### config.mk
export PLATFORM = sky130hd
export DESIGN_NAME = lsu_subword_ctrl
export DESIGN_NICKNAME = d
export VERILOG_FILES = /design/src/rtl/lsu_subword_ctrl.sv
export SDC_FILE = /design/constraint.sdc
export NUM_CORES = 1
export LEC_CHECK = 0
export ABC_AREA = 1
export BUFFER_PORTS_ARGS = -buffer_cell sky130_fd_sc_hd__buf_4
export CAP_MARGIN = 20
export CELL_PAD_IN_SITES_DETAIL_PLACEMENT = 1
export CELL_PAD_IN_SITES_GLOBAL_PLACEMENT = 2
export CORE_ASPECT_RATIO = 0.8
export CORE_UTILIZATION = 32
export CTS_BUF_LIST = sky130_fd_sc_hd__clkbuf_8
export DETAILED_ROUTE_END_ITERATION = 16
export PLACE_DENSITY_LB_ADDON = 0.12
export SETUP_SLACK_MARGIN = 0.2
export SLEW_MARGIN = 0
export SYNTH_ARGS = -nofsm -noshare
export SYNTH_HDL_FRONTEND = slang
export SYNTH_SLANG_ARGS = --single-unit
### constraint.sdc
create_clock -name clk -period 3.4 [get_ports clk]
set_input_delay 0.68 -clock clk [delete_from_list [all_inputs] [get_ports clk]]
set_output_delay 0.68 -clock clk [all_outputs]
set_load 0.02 [all_outputs]
### src/rtl/lsu_subword_ctrl.sv
// Load/store unit: turns RV32I byte/half/word accesses into word-only memory accesses.
// Optional macro MISALIGN_TRAP_EN: misaligned H/W accesses fault instead of being force-aligned.
module lsu_subword_ctrl #(
    parameter int ADDR_W    = 32,
    parameter int MEM_WORDS = 4096
) (
    input  logic              clk,
    input  logic              rst,
    input  logic              req_valid,
    output logic              req_ready,
    input  logic              req_we,
    input  logic [2:0]        req_funct3,
    input  logic [ADDR_W-1:0] req_addr,
    input  logic [31:0]       req_wdata,
    output logic              rsp_valid,
    output logic [31:0]       rsp_rdata,
    output logic              rsp_err,
    output logic [ADDR_W-1:0] mem_addr,
    output logic [31:0]       mem_wd,
    output logic              mem_we,
    input  logic [31:0]       mem_rd
);

    typedef enum logic [2:0] {
        S_IDLE   = 3'd0,
        S_LOAD   = 3'd1,
        S_RMW_RD = 3'd2,
        S_WRITE  = 3'd3,
        S_RESP   = 3'd4
    } state_t;

    state_t            r_state;
    state_t            w_next_state;
    logic [2:0]        r_funct3;
    logic [1:0]        r_off;
    logic [31:0]       r_wdata;
    logic              r_req_ready;
    logic              r_rsp_valid;
    logic [31:0]       r_rsp_rdata;
    logic              r_rsp_err;
    logic [ADDR_W-1:0] r_mem_addr;
    logic [31:0]       r_mem_wd;
    logic              r_mem_we;

    logic              w_fire;
    logic              w_bad_funct3;
    logic              w_out_of_range;
    logic              w_misaligned;
    logic              w_err;
    logic [1:0]        w_off_eff;
    logic              w_req_ready_nxt;
    logic              w_rsp_valid_nxt;
    logic [31:0]       w_rsp_rdata_nxt;
    logic              w_rsp_err_nxt;
    logic [ADDR_W-1:0] w_mem_addr_nxt;
    logic [31:0]       w_mem_wd_nxt;
    logic              w_mem_we_nxt;

    function automatic logic [31:0] load_extend(input logic [2:0] f3, input logic [1:0] off,
                                                input logic [31:0] word);
        logic [7:0]  b;
        logic [15:0] h;
        case (off)
            2'd0:    b = word[7:0];
            2'd1:    b = word[15:8];
            2'd2:    b = word[23:16];
            2'd3:    b = word[31:24];
            default: b = 8'h00;
        endcase
        h = off[1] ? word[31:16] : word[15:0];
        case (f3)
            3'd0:    return {{24{b[7]}}, b};
            3'd1:    return {{16{h[15]}}, h};
            3'd2:    return word;
            3'd4:    return {24'h000000, b};
            3'd5:    return {16'h0000, h};
            default: return 32'h0000_0000;
        endcase
    endfunction

    function automatic logic [31:0] store_merge(input logic [2:0] f3, input logic [1:0] off,
                                                input logic [31:0] old, input logic [31:0] wd);
        logic [31:0] m;
        m = old;
        case (f3[1:0])
            2'd0: begin
                case (off)
                    2'd0:    m[7:0]   = wd[7:0];
                    2'd1:    m[15:8]  = wd[7:0];
                    2'd2:    m[23:16] = wd[7:0];
                    2'd3:    m[31:24] = wd[7:0];
                    default: m = old;
                endcase
            end
            2'd1: begin
                if (off[1]) begin
                    m[31:16] = wd[15:0];
                end else begin
                    m[15:0] = wd[15:0];
                end
            end
            default: m = wd;
        endcase
        return m;
    endfunction

    // Request decode: fault classification and the lane offset actually used
    always_comb begin
        w_fire         = req_valid & r_req_ready;
        w_bad_funct3   = req_we ? (req_funct3 >= 3'd3)
                                : ((req_funct3 == 3'd3) || (req_funct3 == 3'd6) || (req_funct3 == 3'd7));
        w_out_of_range = ({2'b00, req_addr[ADDR_W-1:2]} >= ADDR_W'(MEM_WORDS));
`ifdef MISALIGN_TRAP_EN
        w_misaligned   = ((req_funct3[1:0] == 2'd1) && req_addr[0]) ||
                         ((req_funct3[1:0] == 2'd2) && (req_addr[1:0] != 2'b00));
        w_off_eff      = req_addr[1:0];
`else
        w_misaligned   = 1'b0;
        case (req_funct3[1:0])
            2'd1:    w_off_eff = {req_addr[1], 1'b0};
            2'd2:    w_off_eff = 2'b00;
            default: w_off_eff = req_addr[1:0];
        endcase
`endif
        w_err          = w_bad_funct3 | w_out_of_range | w_misaligned;
    end

    // State register
    always_ff @(posedge clk or negedge rst) begin
        if (!rst) begin
            r_state <= S_IDLE;
        end else begin
            r_state <= w_next_state;
        end
    end

    // Next-state logic
    always_comb begin
        w_next_state = r_state;
        case (r_state)
            S_IDLE: begin
                if (!w_fire) begin
                    w_next_state = S_IDLE;
                end else if (w_err) begin
                    w_next_state = S_RESP;
                end else if (!req_we) begin
                    w_next_state = S_LOAD;
                end else if (req_funct3 == 3'd2) begin
                    w_next_state = S_WRITE;
                end else begin
                    w_next_state = S_RMW_RD;
                end
            end
            S_LOAD:   w_next_state = S_RESP;
            S_RMW_RD: w_next_state = S_WRITE;
            S_WRITE:  w_next_state = S_RESP;
            S_RESP:   w_next_state = S_IDLE;
            default:  w_next_state = S_IDLE;
        endcase
    end

    // Output logic: next values of every registered output
    always_comb begin
        w_req_ready_nxt = (w_next_state == S_IDLE);
        w_rsp_valid_nxt = (w_next_state == S_RESP);
        w_mem_we_nxt    = (w_next_state == S_WRITE);
        w_rsp_err_nxt   = (r_state == S_IDLE) & w_fire & w_err;
        if (r_state == S_LOAD) begin
            w_rsp_rdata_nxt = load_extend(r_funct3, r_off, mem_rd);
        end else begin
            w_rsp_rdata_nxt = 32'h0000_0000;
        end
        // Address is only driven for real memory accesses; faults leave it at zero
        if (w_next_state == S_IDLE) begin
            w_mem_addr_nxt = '0;
        end else if (r_state == S_IDLE) begin
            w_mem_addr_nxt = w_err ? '0 : {req_addr[ADDR_W-1:2], 2'b00};
        end else begin
            w_mem_addr_nxt = r_mem_addr;
        end
        case (r_state)
            S_IDLE:   w_mem_wd_nxt = (w_next_state == S_WRITE) ? req_wdata : 32'h0000_0000;
            S_RMW_RD: w_mem_wd_nxt = store_merge(r_funct3, r_off, mem_rd, r_wdata);
            default:  w_mem_wd_nxt = 32'h0000_0000;
        endcase
    end

    // Output registers and request capture
    always_ff @(posedge clk or negedge rst) begin
        if (!rst) begin
            r_req_ready <= 1'b0;
            r_rsp_valid <= 1'b0;
            r_rsp_rdata <= 32'h0000_0000;
            r_rsp_err   <= 1'b0;
            r_mem_addr  <= '0;
            r_mem_wd    <= 32'h0000_0000;
            r_mem_we    <= 1'b0;
            r_funct3    <= 3'd0;
            r_off       <= 2'd0;
            r_wdata     <= 32'h0000_0000;
        end else begin
            r_req_ready <= w_req_ready_nxt;
            r_rsp_valid <= w_rsp_valid_nxt;
            r_rsp_rdata <= w_rsp_rdata_nxt;
            r_rsp_err   <= w_rsp_err_nxt;
            r_mem_addr  <= w_mem_addr_nxt;
            r_mem_wd    <= w_mem_wd_nxt;
            r_mem_we    <= w_mem_we_nxt;
            if ((r_state == S_IDLE) && w_fire) begin
                r_funct3 <= req_funct3;
                r_off    <= w_off_eff;
                r_wdata  <= req_wdata;
            end else begin
                r_funct3 <= r_funct3;
                r_off    <= r_off;
                r_wdata  <= r_wdata;
            end
        end
    end

    assign req_ready = r_req_ready;
    assign rsp_valid = r_rsp_valid;
    assign rsp_rdata = r_rsp_rdata;
    assign rsp_err   = r_rsp_err;
    assign mem_addr  = r_mem_addr;
    assign mem_wd    = r_mem_wd;
    assign mem_we    = r_mem_we;

endmodule

# After elaboration in Yosys (flattened, before gate mapping)

Cells that the tools add are included.

Logic and storage cells: 69
Register bits: 140
Input bits: 103
Output and inout port bits: 100

$lt $le $gt $ge: 2
Muxes and demuxes: 23
Equal/unequal tests: 19
Bitwise gates (word level): 4
Reduce and logical (&&, ||, !) cells: 10

Operators by type and width:

| kind                                                                     | count |
|---|---|
| 32-bit two-way mux                                                       | 5 |
| 32-bit one-hot mux with 5 select lines                                   | 1 |
| 32-bit one-hot mux with 2 select lines                                   | 2 |
| 16-bit two-way mux                                                       | 3 |
| 8-bit two-way mux                                                        | 4 |
| 8-bit one-hot mux with 4 select lines                                    | 1 |
| 30-bit by 13-bit >= comparator with 1-bit output (second input constant) | 1 |
| 3-bit by 2-bit equality test with 1-bit output (second input constant)   | 6 |
| 3-bit equality test (second input constant)                              | 5 |
| 3-bit zero test                                                          | 3 |
| 3-bit one-hot mux with 3 select lines                                    | 1 |
| 2-bit by 1-bit equality test with 1-bit output (second input constant)   | 3 |
| 2-bit equality test (second input constant)                              | 3 |
| 3-bit by 1-bit equality test with 1-bit output (second input constant)   | 2 |
| 3-bit two-way mux                                                        | 2 |
| 2-bit zero test                                                          | 2 |
| 2-bit one-hot mux with 2 select lines                                    | 1 |
| 1-bit bitwise AND                                                        | 3 |
| 3-bit by 2-bit >= comparator with 1-bit output (second input constant)   | 1 |
| 1-bit logical OR                                                         | 2 |
| 1-bit two-way mux                                                        | 2 |
| 2-bit two-way mux                                                        | 1 |
| 2-bit nonzero test                                                       | 1 |
| 2-bit OR reduction                                                       | 1 |
| other kinds (2)                                                          | 2 |

# Logic depth before layout (Yosys ltp)

Depth after elaboration: 11
Mapped depth: 11
Gate-level depth less buffers: 10

# Least setup slack after synthesis

Ideal clock, no wire load.

Path kind: input port to flip-flop
Start point: in req_funct3[0]
End point: reg r_mem_addr[11] (netlist: mem_addr[11])
Setup time: 121 ps
Cell stages on the path: 9
Path buffers: 1
Arrival: 1873 ps
Data required time: 3279 ps
Slack: 1406 ps
Cell sequence: inv_1 ha_1 o21ai_1 nand3_1 nor2_4 o21ai_1 nor2_1 buf_2 nor2_1

Cells in the longest elaborated chain, start to end: 10
Elaborated cells between the ends (all ways): 19
Classes of those cells: 1 x order compare; 4 x eq/ne; 9 x mux; 1 x bitwise; 4 x reduce/logical

Ends and longest elaborated chain:

| item                                                                                   | RTL line | source |
|---|---|---|
| from (decl)                                                                            | 12       | `input logic [2:0] req_funct3,` |
| branches (longest 3 deep; another with 3-bit by 2-bit >= comparator with 1-bit output) | --       |  |
| 1-bit two-way mux (*)                                                                  | 110      | `w_bad_funct3 = req_we ? (req_funct3 >= 3'd3)` |
| 1-bit bitwise OR (*)                                                                   | 125      | `w_err = w_bad_funct3 \| w_out_of_range \| w_misaligned;` |
| 3-bit two-way mux (*)                                                                  | 144      | `end else if (w_err) begin` |
| 3-bit two-way mux (*)                                                                  | 142      | `if (!w_fire) begin` |
| 3-bit one-hot mux with 3 select lines (*)                                              | 140      | `case (r_state)` |
| via w_next_state[2]                                                                    | 33       | `state_t w_next_state;` |
| 3-bit zero test (*)                                                                    | --       |  |
| via w_req_ready_nxt                                                                    | 51       | `logic w_req_ready_nxt;` |
| 32-bit two-way mux / 2-bit nonzero test (equally long branches)                        | --       |  |
| to (signal assigned)                                                                   | 206      | `r_mem_addr <= w_mem_addr_nxt;` |
| to (decl)                                                                              | 41       | `logic [ADDR_W-1:0] r_mem_addr;` |

Mark *: on every way through the listed nets, which the timed path passes. The select of a mux whose other input is x is not followed.
A chain may end at the register's enable or synchronous reset.

# Worst setup path in the final report

Start point: reg r_off[1]
End point: reg r_mem_wd[23] (netlist: mem_wd[23])

Cells in the longest elaborated chain, start to end: 4
Elaborated cells between the ends (all ways): 5
Classes of those cells: 1 x eq/ne; 4 x mux

Ends and longest elaborated chain:

| item                                       | RTL line | source |
|---|---|---|
| from (decl)                                | 35       | `logic [1:0] r_off;` |
| from (signal assigned)                     | 211      | `r_off <= w_off_eff;` |
| from (signal assigned)                     | 215      | `r_off <= r_off;` |
| 2-bit equality test                        | 87       | `case (off)` |
| 8-bit two-way mux                          | 87       |  |
| 32-bit one-hot mux with 2 select lines (*) | 85       | `case (f3[1:0])` |
| 32-bit one-hot mux with 2 select lines (*) | 181      | `case (r_state)` |
| via w_mem_wd_nxt[23]                       | 56       | `logic [31:0] w_mem_wd_nxt;` |
| to (signal assigned)                       | 207      | `r_mem_wd <= w_mem_wd_nxt;` |
| to (decl)                                  | 42       | `logic [31:0] r_mem_wd;` |

The timed path passes the listed nets; every way through them passes the cells marked *.

==> metrics.md <==
| Metric | Value |
|---|---|
| Top FF cell, synth | `dfrtp_1` |
| Setup crit end kind | `flip-flop` |
| DIE HEIGHT | `131 µm` |
| Post-synthesis mux area share | `0%` |
| Fin nets | `1,132` |
| Synth Area in Simple Gates | `20.3%` |
| Post-synthesis adder-cell area fraction | `0.561%` |
| Total Power | `4340 µW` |
| Syn Area/Cell | `7.96 µm²` |
| HP Class | `input port to async pin` |
| Area of the die | `0.0215 mm²` |
| Total CTS buffers | `17` |
| Max VDD drop | `0.212 mV` |
| Worst-margin pin slew | `0.953 ns` |
| Final Max Tran Viols | `0` |
| Hpwl dp | `17,500 µm` |
| # port buffers | `200` |
| M2 GR Usage | `32.8%` |
| Final ANT Viol Nets | `0` |
| Sw frac | `32.3%` |
| Crit path time final | `2.47 ns` |
| Postcts setup bufs | `0` |
| Syn-to-layout area delta | `32.5%` |
| GRT Total Usage | `22.5%` |
| DRC | `0` |
| CTS Hold Bufs | `0` |
| Endpoints failing setup | `0` |
| Gr ovfl total | `0` |
| Top-count cell post-synth | `nand2_1` |
| R2r setup slk | `0.93 ns` |
| Worst r2r path cells | `5` |
| Fin Clk Skew | `0.0103 ns` |
| Xor/xnor share of the synthesized area | `0%` |
| CTS Buffer Depth | `2` |
| Max cap viols | `0` |
| Met3 Use GR | `4.86%` |
| Starting Density | `33.2%` |
| Period utilization | `72.7%` |
| Number of top-level pins | `203` |
| Placed inst area | `0.00840 mm²` |
| Post-synth ARST share | `100%` |
| Synth Cell Area | `0.00669 mm²` |
| Worst setup path start | `r_off[1]` |
| Critical path startpoint category | `flip-flop` |
| Warnings from Yosys | `0` |
| Worst-skew pair later-pin latency | `0.45 ns` |
| Antenna violations before repair | `0` |
| WP data required | `3.71 ns` |
| Critical path arrival | `2.78 ns` |
| Comb power frac | `21.8%` |
| Clock transition at path regs | `0.08 ns` |
| Power Dens Cells | `490 mW/mm²` |
| Share of post-route cells with drive strength above 1 | `26.5%` |
| Row count | `46` |
| Sum of negative setup slack | `0 ns` |
| EDFF count, synth | `0` |
| Synth cell types | `32` |
| Sequential fraction of the synthesis area | `51.6%` |
| Final Hold Fails | `0` |
| Chip width | `164 µm` |
| Synth top area cells | `dfrtp_1, nand2_1, a21oi_1, inv_1, o21ai_0` |
| Reg2reg end | `mem_wd[23]` |
| DR WL/cell | `18.0 µm` |
| Largest family of logic cells by synthesized area | `simple AND/OR/NAND/NOR gates` |
| Cell taking the most area after synthesis | `dfrtp_1` |
| Relative slew slack | `36.5%` |
| CTS tree | `built` |
| Flop pwr share | `42.5%` |
| Hold Slack | `0.192 ns` |
| Router iterations before antenna repair | `5` |
| Drt via density | `4.79` |
| RSZ-0062 raised after global routing | `no` |
| Post-Route WL | `23,500 µm` |
| Routability cong. | `0.851` |
| Clock Power Share | `35.6%` |
| Vias | `6,236` |
| Post-CTS Resized | `0` |
| H-tree lvl count | `4` |
| Grt peak-use layer | `met1` |
| Post-synth top cells | `nand2_1, dfrtp_1, inv_1` |
| Status | `finished, final reports clean` |
| Gate Count Post-Synth | `840` |
| Leakage | `0.00453 µW` |
| CTS Sinks | `138` |
| Fill cell count | `2,484` |
| DR iter-0 viols | `463` |
| FF+latch count, synth | `138` |
| Clock root buffer master | `clkbuf_8` |
| Core ar. | `0.0201 mm²` |
| Int Pwr | `2940 µW` |
| Worst Setup EP | `mem_wd[23]` |
| Reg-to-Reg Start | `r_off[1]` |
| F_max | `0.405 GHz` |
| Cell area after layout | `0.00886 mm²` |
| Largest net degree at the start of global routing | `65` |
| P_sw | `1400 µW` |
| First-pass GRT wire length | `36,500 µm` |
| Share of the synthesized area in the top cell type | `51.6%` |
| # diodes | `0` |
| Kind of critical path | `flip-flop to flip-flop` |
| Global Route met1 Usage | `33.5%` |
| Post-synthesis compound-gate area fraction | `18.5%` |
| Vias in the first global route | `6,347` |
| CP Max Fanout | `22` |
critical path, stage by stage, from the launching register on:
cell and delay (ns):
dfrtp_1 0.79, nand2_1 0.54, o21ai_0 0.33, a21oi_1 0.06, o31ai_1 0.48, o21ai_1 0.13
state kept, by name (all words and copies together) (netlist names), 2 cells and up:
name	flops
r_off	2
rsp_rdata	32
mem_addr	30
mem_wd	32
r_wdata	32
r_funct3	3
r_state	3
kinds of logic after synthesis:
| logic type | after synthesis |
|---|---|
| adder cells (fa/ha/maj) | 3 |
| buffers and inverters | 146 |
| other | 1 |
| AND/OR/NAND/NOR | 338 |
| flip-flops | 138 |
| AO/OA/AOI/OAI | 214 |
layout make-up:
| class | instances | area, µm² | area share (%) |
|---|---|---|---|
| multi-input cells | 557 | 2650 | 29.9 |
| clock inverters | 14 | 205 | 2.32 |
| flip-flops and latches | 138 | 3450 | 39.0 |
| clock buffers | 18 | 248 | 2.80 |
| well taps | 264 | 330 | 3.73 |
| inverters | 103 | 387 | 4.37 |
| repair buffers | 209 | 1590 | 17.9 |
how the worst min path moves through the flow:
stage                   endpoint  slack (ns)
floorplan           mem_addr[10]        0.38
global placement     r_wdata[24]        0.47
detailed placement   r_wdata[27]        0.47
CTS                 mem_addr[17]        0.21
global route        mem_addr[17]        0.21
finish              mem_addr[17]        0.19
metal layers:
| layer | vias to the layer above | wire length [µm] | share of wire (%) |
|---|---|---|---|
| met5 | - | 0 | 0 |
| met4 | 0 | 214 | 0.91 |
| met3 | 13 | 1340 | 5.7 |
| met2 | 187 | 10200 | 44 |
| met1 | 2966 | 11700 | 50 |
| li1 | 3070 | - | - |
placed cells by master (no fill, tap or decap), types with 7 or more instances in the layout:
cell type,count
dfrtp_1,138
clkbuf_8,18
o21ai_1,46
o21ai_0,51
o211ai_1,9
o2111ai_1,7
nand3_1,21
inv_2,12
inv_1,94
buf_4,207
nand2_1,236
nor2_1,63
a21oi_1,70
power by group through the flow:
stage	sequential [µW]	clock [µW]	combinational [µW]
after floorplan	1830	0	623
after global placement	1870	0	942
after CTS	1850	1590	954
final	1840	1550	947
after detailed placement	1880	0	947
after global routing	1860	1650	1070
metrics by stage:
stage / std cells / util [%] / worst slack (ns)
floorplan: 841 / - / 1.41
global placement: 1271 / 41.7 / 0.617
detailed placement: 1271 / 41.7 / 0.472
CTS: 1303 / 44.0 / 0.981
global route: 1303 / 44.0 / 0.750
finish: 1303 / 44.0 / 0.929
Note: power is estimated with default switching activity, not from simulation.
